--- src/rtl/commit_ctrl_pkg.sv ---
// -----------------------------------------------------------------------------
// commit_ctrl_pkg
// Shared constants for the commit stage: ROB index width, datapath width,
// head instruction type encodings and the commit FSM state type.
// -----------------------------------------------------------------------------
package commit_ctrl_pkg;

    localparam int ROB_INDEX_BIT = 4;
    localparam int DATA_W        = 32;

    // Encodings of head_type as produced by the ROB.
    localparam logic [2:0] TYPE_ALU    = 3'd0;
    localparam logic [2:0] TYPE_LOAD   = 3'd1;
    localparam logic [2:0] TYPE_STORE  = 3'd2;
    localparam logic [2:0] TYPE_BRANCH = 3'd3;
    localparam logic [2:0] TYPE_HALT   = 3'd4;

    typedef enum logic [1:0] {
        RUN     = 2'd0,
        ST_WAIT = 2'd1,
        FLUSH   = 2'd2,
        HALTED  = 2'd3
    } commit_state_e;

endpackage

--- src/rtl/commit_ctrl.sv ---
// -----------------------------------------------------------------------------
// commit_ctrl
// In-order retirement controller sitting at the ROB head. Retires at most one
// instruction per cycle: register-writing instructions retire combinationally,
// stores wait for the LSB handshake, mispredicted branches trigger a one-cycle
// registered pipeline flush, and HALT parks the block until reset.
//
// Ports
//   clk_in, rst_in          clock, synchronous active-high reset
//   rdy_in                  global stall (low = freeze everything)
//   head_*                  ROB head entry (valid/ready/type/rd/value/id/
//                           mispredict/target PC)
//   pop                     retire the head this cycle (combinational)
//   rf_set_value_id/_value  register file write (id 0 = no write)
//   rf_set_value_rob_id     ROB index of the retiring entry
//   st_commit_req/_ack      store release handshake with the LSB
//   clear, clear_pc         registered flush pulse and refetch PC
//   halt                    sticky end-of-program flag
//   commit_cnt              retired instruction counter (wraps)
// -----------------------------------------------------------------------------
module commit_ctrl
    import commit_ctrl_pkg::*;
(
    input  logic                     clk_in,
    input  logic                     rst_in,
    input  logic                     rdy_in,
    input  logic                     head_valid,
    input  logic                     head_ready,
    input  logic [2:0]               head_type,
    input  logic [4:0]               head_rd,
    input  logic [DATA_W-1:0]        head_value,
    input  logic [ROB_INDEX_BIT-1:0] head_rob_id,
    input  logic                     head_mispred,
    input  logic [DATA_W-1:0]        head_target_pc,
    output logic                     pop,
    output logic [4:0]               rf_set_value_id,
    output logic [DATA_W-1:0]        rf_set_value,
    output logic [ROB_INDEX_BIT-1:0] rf_set_value_rob_id,
    output logic                     st_commit_req,
    input  logic                     st_commit_ack,
    output logic                     clear,
    output logic [DATA_W-1:0]        clear_pc,
    output logic                     halt,
    output logic [31:0]              commit_cnt
);

    commit_state_e     state_q, state_d;
    logic              clear_q, clear_d;
    logic [DATA_W-1:0] clear_pc_q, clear_pc_d;
    logic              st_req_q, st_req_d;
    logic              halt_q, halt_d;
    logic [31:0]       cnt_q, cnt_d;

    // Commit decode and next-state logic. Reset and a low rdy_in both leave
    // every register at its current value and suppress pop / RF writes; the
    // clocked block then applies the reset values.
    always_comb begin
        state_d             = state_q;
        clear_d             = clear_q;
        clear_pc_d          = clear_pc_q;
        st_req_d            = st_req_q;
        halt_d              = halt_q;
        pop                 = 1'b0;
        rf_set_value_id     = 5'd0;
        rf_set_value        = '0;
        rf_set_value_rob_id = '0;

        if (!rst_in && rdy_in) begin
            case (state_q)
                RUN: begin
                    if (head_valid && head_ready) begin
                        case (head_type)
                            TYPE_ALU, TYPE_LOAD, TYPE_BRANCH: begin
                                pop                 = 1'b1;
                                rf_set_value_id     = head_rd;
                                rf_set_value        = head_value;
                                rf_set_value_rob_id = head_rob_id;
                                // The link write still happens now; the flush
                                // pulse follows on the next cycle.
                                if (head_type == TYPE_BRANCH && head_mispred) begin
                                    state_d    = FLUSH;
                                    clear_d    = 1'b1;
                                    clear_pc_d = head_target_pc;
                                end
                            end
                            TYPE_STORE: begin
                                state_d  = ST_WAIT;
                                st_req_d = 1'b1;
                            end
                            TYPE_HALT: begin
                                pop                 = 1'b1;
                                rf_set_value_rob_id = head_rob_id;
                                state_d             = HALTED;
                                halt_d              = 1'b1;
                            end
                            default: ; // unknown encodings are not retired
                        endcase
                    end
                end
                ST_WAIT: begin
                    if (st_commit_ack) begin
                        pop                 = 1'b1;
                        rf_set_value_rob_id = head_rob_id;
                        state_d             = RUN;
                        st_req_d            = 1'b0;
                    end
                end
                FLUSH: begin
                    state_d = RUN;
                    clear_d = 1'b0;
                end
                HALTED: ;
                default: state_d = RUN;
            endcase
        end

        cnt_d = cnt_q + {31'd0, pop};
    end

    always_ff @(posedge clk_in) begin
        if (rst_in) begin
            state_q    <= RUN;
            clear_q    <= 1'b0;
            clear_pc_q <= '0;
            st_req_q   <= 1'b0;
            halt_q     <= 1'b0;
            cnt_q      <= 32'd0;
        end else begin
            state_q    <= state_d;
            clear_q    <= clear_d;
            clear_pc_q <= clear_pc_d;
            st_req_q   <= st_req_d;
            halt_q     <= halt_d;
            cnt_q      <= cnt_d;
        end
    end

    assign st_commit_req = st_req_q;
    assign clear         = clear_q;
    assign clear_pc      = clear_pc_q;
    assign halt          = halt_q;
    assign commit_cnt    = cnt_q;

endmodule

--- config.mk ---
export PLATFORM = sky130hd
export DESIGN_NAME = commit_ctrl
export DESIGN_NICKNAME = d
export VERILOG_FILES = /design/src/rtl/commit_ctrl_pkg.sv /design/src/rtl/commit_ctrl.sv
export SDC_FILE = /design/constraint.sdc
export NUM_CORES = 1
export LEC_CHECK = 0
export ABC_AREA = 1
export CORE_ASPECT_RATIO = 2
export CORE_MARGIN = 5
export CORE_UTILIZATION = 39
export DETAILED_ROUTE_END_ITERATION = 7
export PLACE_DENSITY = 0.87
export SLEW_MARGIN = 20
export SYNTH_ARGS = -nofsm -noshare
export SYNTH_HDL_FRONTEND = slang
export SYNTH_SLANG_ARGS = --single-unit
export TNS_END_PERCENT = 30
--- constraint.sdc ---
create_clock -name clk_in -period 3.4 [get_ports clk_in]
set_input_delay 0.68 -clock clk_in [delete_from_list [all_inputs] [get_ports clk_in]]
set_output_delay 0.68 -clock clk_in [all_outputs]
set_load 0.05 [all_outputs]
# Yosys cells after proc, flatten, opt, wreduce, memory -nomap -nowiden
# Cells that the tools add are included.
dict set report word_totals {
  out_inout_bits 109
  in_bits 83
  word_cells 67
  register_bits 69
}
dict set report op_classes {
  addsub 1
  n_mux 31
  reduce_logical 16
  n_eq_ne 13
}
# op count
set op_table {}
lappend op_table {{2-to-1 mux 32 bit} 4}
lappend op_table {{adder 32 x 1 -> 32 bit} 1}
lappend op_table {{2-to-1 mux 5 bit} 4}
lappend op_table {{2-to-1 mux 4 bit} 4}
lappend op_table {{AND reduction 5 bit} 3}
lappend op_table {{case mux 2 bit (3 select lines)} 2}
lappend op_table {{2-to-1 mux 1 bit} 10}
lappend op_table {{inequality test 2 bit, second input constant} 4}
lappend op_table {{case mux 4 bit (2 select lines)} 1}
lappend op_table {{== test 3 x 2 -> 1 bit, second input constant} 2}
lappend op_table {{2-to-1 mux 2 bit} 3}
lappend op_table {{case mux 1 bit (2 select lines)} 3}
lappend op_table {{AND reduction 6 bit} 1}
lappend op_table {{inequality test 4 x 2 -> 1 bit, second input constant} 1}
lappend op_table {{AND reduction 4 bit} 1}
lappend op_table {{nonzero test 2 bit} 2}
lappend op_table {{OR reduction 4 bit} 1}
lappend op_table {{== test 3 x 1 -> 1 bit, second input constant} 1}
lappend op_table {{== test 3 bit, second input constant} 1}
lappend op_table {{logical AND 1 bit} 3}
lappend op_table {{logical NOT 3 bit} 1}
lappend op_table {{inequality test 3 bit, second input constant} 1}
lappend op_table {{nonzero test 3 bit} 1}
lappend op_table {{OR reduction 3 bit} 1}
lappend op_table {{5 further kinds} 5}

# Logic depth before layout (Yosys ltp)
dict set report logic_depth {
  ltp_word 7
  ltp_mapped 17
  mapped_depth_nobuf 17
}

# Least setup slack after synthesis
# No wires, ideal clock.
dict set report synth_path {
  path_type {input to register}
  start {input rst_in}
  end {register cnt_q[20], in the netlist commit_cnt[20]}
  setup_ps 115
  t_arrival_ps 3666
  setup_slack_ps -381
  path_buffers 0
  stages 14
  required_time_ps 3285
  path_cell_list {inv_1 -> nand2_1 -> o31ai_1 -> ha_1 -> ha_1 -> nand2_1 -> nor2_1 -> nand2_1 -> inv_1 -> nand2_1 -> nor2_1 -> nand2_1 -> nand2_1 -> nor2_1}
}
dict set report synth_via {
  elab_chain_cells 4
}
# element line_no
set synth_rtl {}
lappend synth_rtl {{start, declared} commit_ctrl.sv:25} ;# input logic rst_in,
lappend synth_rtl {{logical NOT 1 bit} commit_ctrl.sv:68} ;# if (!rst_in && rdy_in) begin
lappend synth_rtl {{logical AND 1 bit} commit_ctrl.sv:68}
lappend synth_rtl {{2-to-1 mux 1 bit} commit_ctrl.sv:68}
lappend synth_rtl {{net pop} commit_ctrl.sv:35} ;# output logic pop,
lappend synth_rtl {{adder 32 x 1 -> 32 bit} commit_ctrl.sv:117} ;# cnt_d = cnt_q + {31'd0, pop};
lappend synth_rtl {{end signal, assigned} commit_ctrl.sv:134} ;# cnt_q <= cnt_d;
lappend synth_rtl {{end, declared} commit_ctrl.sv:52} ;# logic [31:0] cnt_q, cnt_d;
# The timed path passes the listed nets, and every way through them passes these cells.
# A chain may end at the register's enable or synchronous reset.

# Final worst setup path
dict set report layout_path {
  start {input head_type[0]}
  end {output rf_set_value[1]}
}
dict set report layout_via {
  elab_chain_cells 6
  elab_cells_between_ends 8
  classes_between {eq/ne (2); mux (4); reduce/logical (2)}
}
# element line_no
set layout_rtl {}
lappend layout_rtl {{start, declared} commit_ctrl.sv:29} ;# input logic [2:0] head_type,
lappend layout_rtl {{== test 3 x 2 -> 1 bit, or another cell as far along} commit_ctrl.sv:72} ;# case (head_type)
lappend layout_rtl {{OR reduction 3 bit *} n/a}
lappend layout_rtl {{2-to-1 mux 32 bit *} commit_ctrl.sv:72}
lappend layout_rtl {{2-to-1 mux 32 bit *} commit_ctrl.sv:71} ;# if (head_valid && head_ready) begin
lappend layout_rtl {{2-to-1 mux 32 bit *} commit_ctrl.sv:69} ;# case (state_q)
lappend layout_rtl {{2-to-1 mux 32 bit *} commit_ctrl.sv:68}
lappend layout_rtl {{end, declared} commit_ctrl.sv:37} ;# output logic [DATA_W-1:0] rf_set_value,
# Every way passes the cells marked *; elsewhere a longest branch is shown, timed or not.

==> results.json <==
{
  "status": "finished, final reports clean",
  "peakVddDrop_mv": 0.325,
  "register_area_um2": 1380,
  "cts_buffers": 9,
  "p_int_mw": 1.54,
  "grt_pass1_wl_um": 20300,
  "wl_per_cell_um": 15.3,
  "finalHoldViolCount": 0,
  "grt_use_total": 0.224,
  "cp_max_fo": 38,
  "yosys.area.top_type": "dfxtp_1",
  "rr_startpoint": "state_q[0]",
  "arrival_ps": 2390,
  "synth_cells": 548,
  "cts_sinks": 69,
  "clkPwrFrac": 0.481,
  "cts_setup_buffers": 0,
  "total_power_mw": 1.99,
  "hp-class": "flop to flop",
  "h-tree-depth": 3,
  "drc": 0,
  "seq_area_frac_synth": 0.390,
  "ios": 192,
  "cts_hold_buf": 0,
  "syn_area_per_cell_um2": 6.47,
  "postCtsResizedCells": 0,
  "cts_tree": "done",
  "grt_pass1_vias": 4243,
  "routed_via_density": 5.04,
  "clk_latency_ps": 330,
  "critical_path_class": "input port to output port",
  "nNetsFinal": 823,
  "design.core.area_um2": 8950,
  "max_slew_margin": 0.565,
  "yosysUniqueCellTypes": 29,
  "hold_ws_ps": 473,
  "utilization": 0.699,
  "grt_antenna_before_repair": 0,
  "cts-root-buf": "clkbuf_16",
  "leakage_nw": 2.42,
  "initial_core_util": 0.396,
  "clockBufferDepth": 2,
  "design_area_um2": 6250,
  "synth_top_area_frac": 0.390,
  "powerDensity_nw_per_um2": 319,
  "netlist_area_um2": 3550,
  "die_h_um": 145,
  "dpl_cell_area_um2": 5940,
  "worst_pin_slew_ps": 651,
  "overflow": 0,
  "end_kind": "output port",
  "ys_warn_count": 0,
  "layout_min_cycle_time_ps": 3070,
  "ys_top_cells_by_area": "dfxtp_1, nor2_1, nand2_1, nor2_2, a21oi_1",
  "r2r_slack_ps": 510,
  "netSwitchingFraction": 0.226,
  "post-route-period-util": 0.902,
  "synth_seq_cells": 69,
  "maxCapViolCount": 0,
  "tns_ps": 0,
  "hpwl_um": 10300,
  "cp-startpoint": "head_type[0]",
  "postRouteAntennaNets": 0,
  "seqPwrFrac": 0.408,
  "gp_congestion": 0.958,
  "synthToLayoutAreaGrowth_pct": 76.4,
  "drtPass1Iterations": 5,
  "die_area_um2": 11200,
  "drive_above_1_share": 0.126,
  "wirelength_um": 12900,
  "clk_pin_slew_ps": 60,
  "fmax_mhz": 326,
  "die_w_um": 77.4,
  "via_count": 4239,
  "multi_input_area_um2": 1920,
  "required_ps": 2720,
  "r2r_cells": 14,
  "rsz0062_at_grt": "false",
  "power_frac_comb": 0.111,
  "drt_iter0_drc": 244,
  "endpoint": "rf_set_value[1]",
  "worstReg2RegEnd": "commit_cnt[30]",
  "start_kind": "input port",
  "drv_slew": 0,
  "syn-num-nets": 637,
  "nFillCells": 687,
  "io_buffers": 191,
  "fin_skew_ps": 6.23,
  "setup_viol": 0,
  "rows": 49,
  "power.switching_mw": 0.451,
  "grt_start_max_net_pins": 52,
  "diodes": 0
}
-- sequential cells by signal, summed over array words and instances (netlist names) --
register       cells
clear_pc          32
commit_cnt        32
state_q            2
clear              1
halt               1
st_commit_req      1
-- metal layers --
metal | track usage | share of wire
met1 | 0.208 | 0.33
met2 | 0.448 | 0.57
met3 | 0.0539 | 0.070
met4 | 0.0960 | 0.033
met5 | 0 | 0
-- placed cells by master, fill, tap and decap left out, drive strengths merged --
master and n:
o21a 2, clkbuf 11, o211ai 1, bufinv 1, o31ai 1, ha 6
a31oi 1, buf 47, nor3 3, dfxtp 69, xnor2 2, xor2 2
or2 1, inv 35, nand2 136, a21oi 26, o21ai 40, nand3b 8
nor3b 1, clkinv 3, nor2 176, and2 5, clkdlybuf4s50 149, nand3 13
-- cell type report --
cell class / instances / share of cell area
Tap cell: 102 / 0.0204
Clock buffer: 11 / 0.0404
Inverter: 34 / 0.0204
Multi-Input combinational cell: 424 / 0.308
Sequential cell: 69 / 0.221
Timing Repair Buffer: 196 / 0.381
Clock inverter: 5 / 0.00920
-- logic make-up (layout without fill, tap and decap cells) --
group,after synthesis,count (layout),share of synthesized area
and+or+nand+nor,343,343,0.406
AOI/OAI and AO/OA,71,71,0.103
DFF,69,69,0.390
buffers and inverters,55,246,0.0702
adders and majority gates,6,6,0.0212
xor gates and xnor gates,4,4,0.00988
-- metrics by stage --
step | std cells | setup WS (ps)
3_5_place_dp | 825 | 153
5_1_grt | 841 | 196
6_report | 841 | 332
4_1_cts | 841 | 345
3_3_place_gp | 825 | 280
2_1_floorplan | 548 | 181
-- worst min-delay path by stage --
stage,from,end,slack [ps],cells after the start
2_1_floorplan,state_q[0],state_q[0],480,2
3_3_place_gp,halt,halt,450,2
3_5_place_dp,commit_cnt[31],commit_cnt[31],470,2
4_1_cts,commit_cnt[31],commit_cnt[31],480,2
5_1_grt,commit_cnt[31],commit_cnt[31],500,2
6_report,commit_cnt[31],commit_cnt[31],470,2
-- synthesized netlist by cell type --
library cell / number
nand3_1: 13
o21ai_0: 20
buf_1: 1
xnor2_1: 2
nor2_2: 22
a21oi_1: 26
inv_1: 31
xor2_1: 2
and2_1: 5
o31ai_1: 1
o21a_1: 2
clkbuf_1: 9
o21ai_1: 20
buf_6: 3
ha_1: 6
nand3b_1: 8
nor3_4: 1
nand2_1: 136
nor2_1: 153
or2_2: 1
o211ai_1: 1
buf_2: 4
buf_4: 4
nor3_1: 2
inv_2: 3
a31oi_1: 1
nor2_8: 1
nor3b_1: 1
dfxtp_1: 69
-- power groups by stage --
stage / Clock [mW] / Sequential, mW / Combinational [mW]
2_1_floorplan: 0 / 0.838 / 0.0746
3_3_place_gp: 0 / 0.830 / 0.215
3_5_place_dp: 0 / 0.830 / 0.220
4_1_cts: 0.971 / 0.813 / 0.221
5_1_grt: 1.02 / 0.813 / 0.235
6_report: 0.959 / 0.813 / 0.221
-- worst max-delay path, stage by stage --
cell	delay [ps]
clkdlybuf4s50_1	550
inv_1	110
a21oi_2	160
buf_4	360
nand2_1	110
nor2_1	240
buf_12	170
Note: power is estimated with default switching activity, not from simulation.
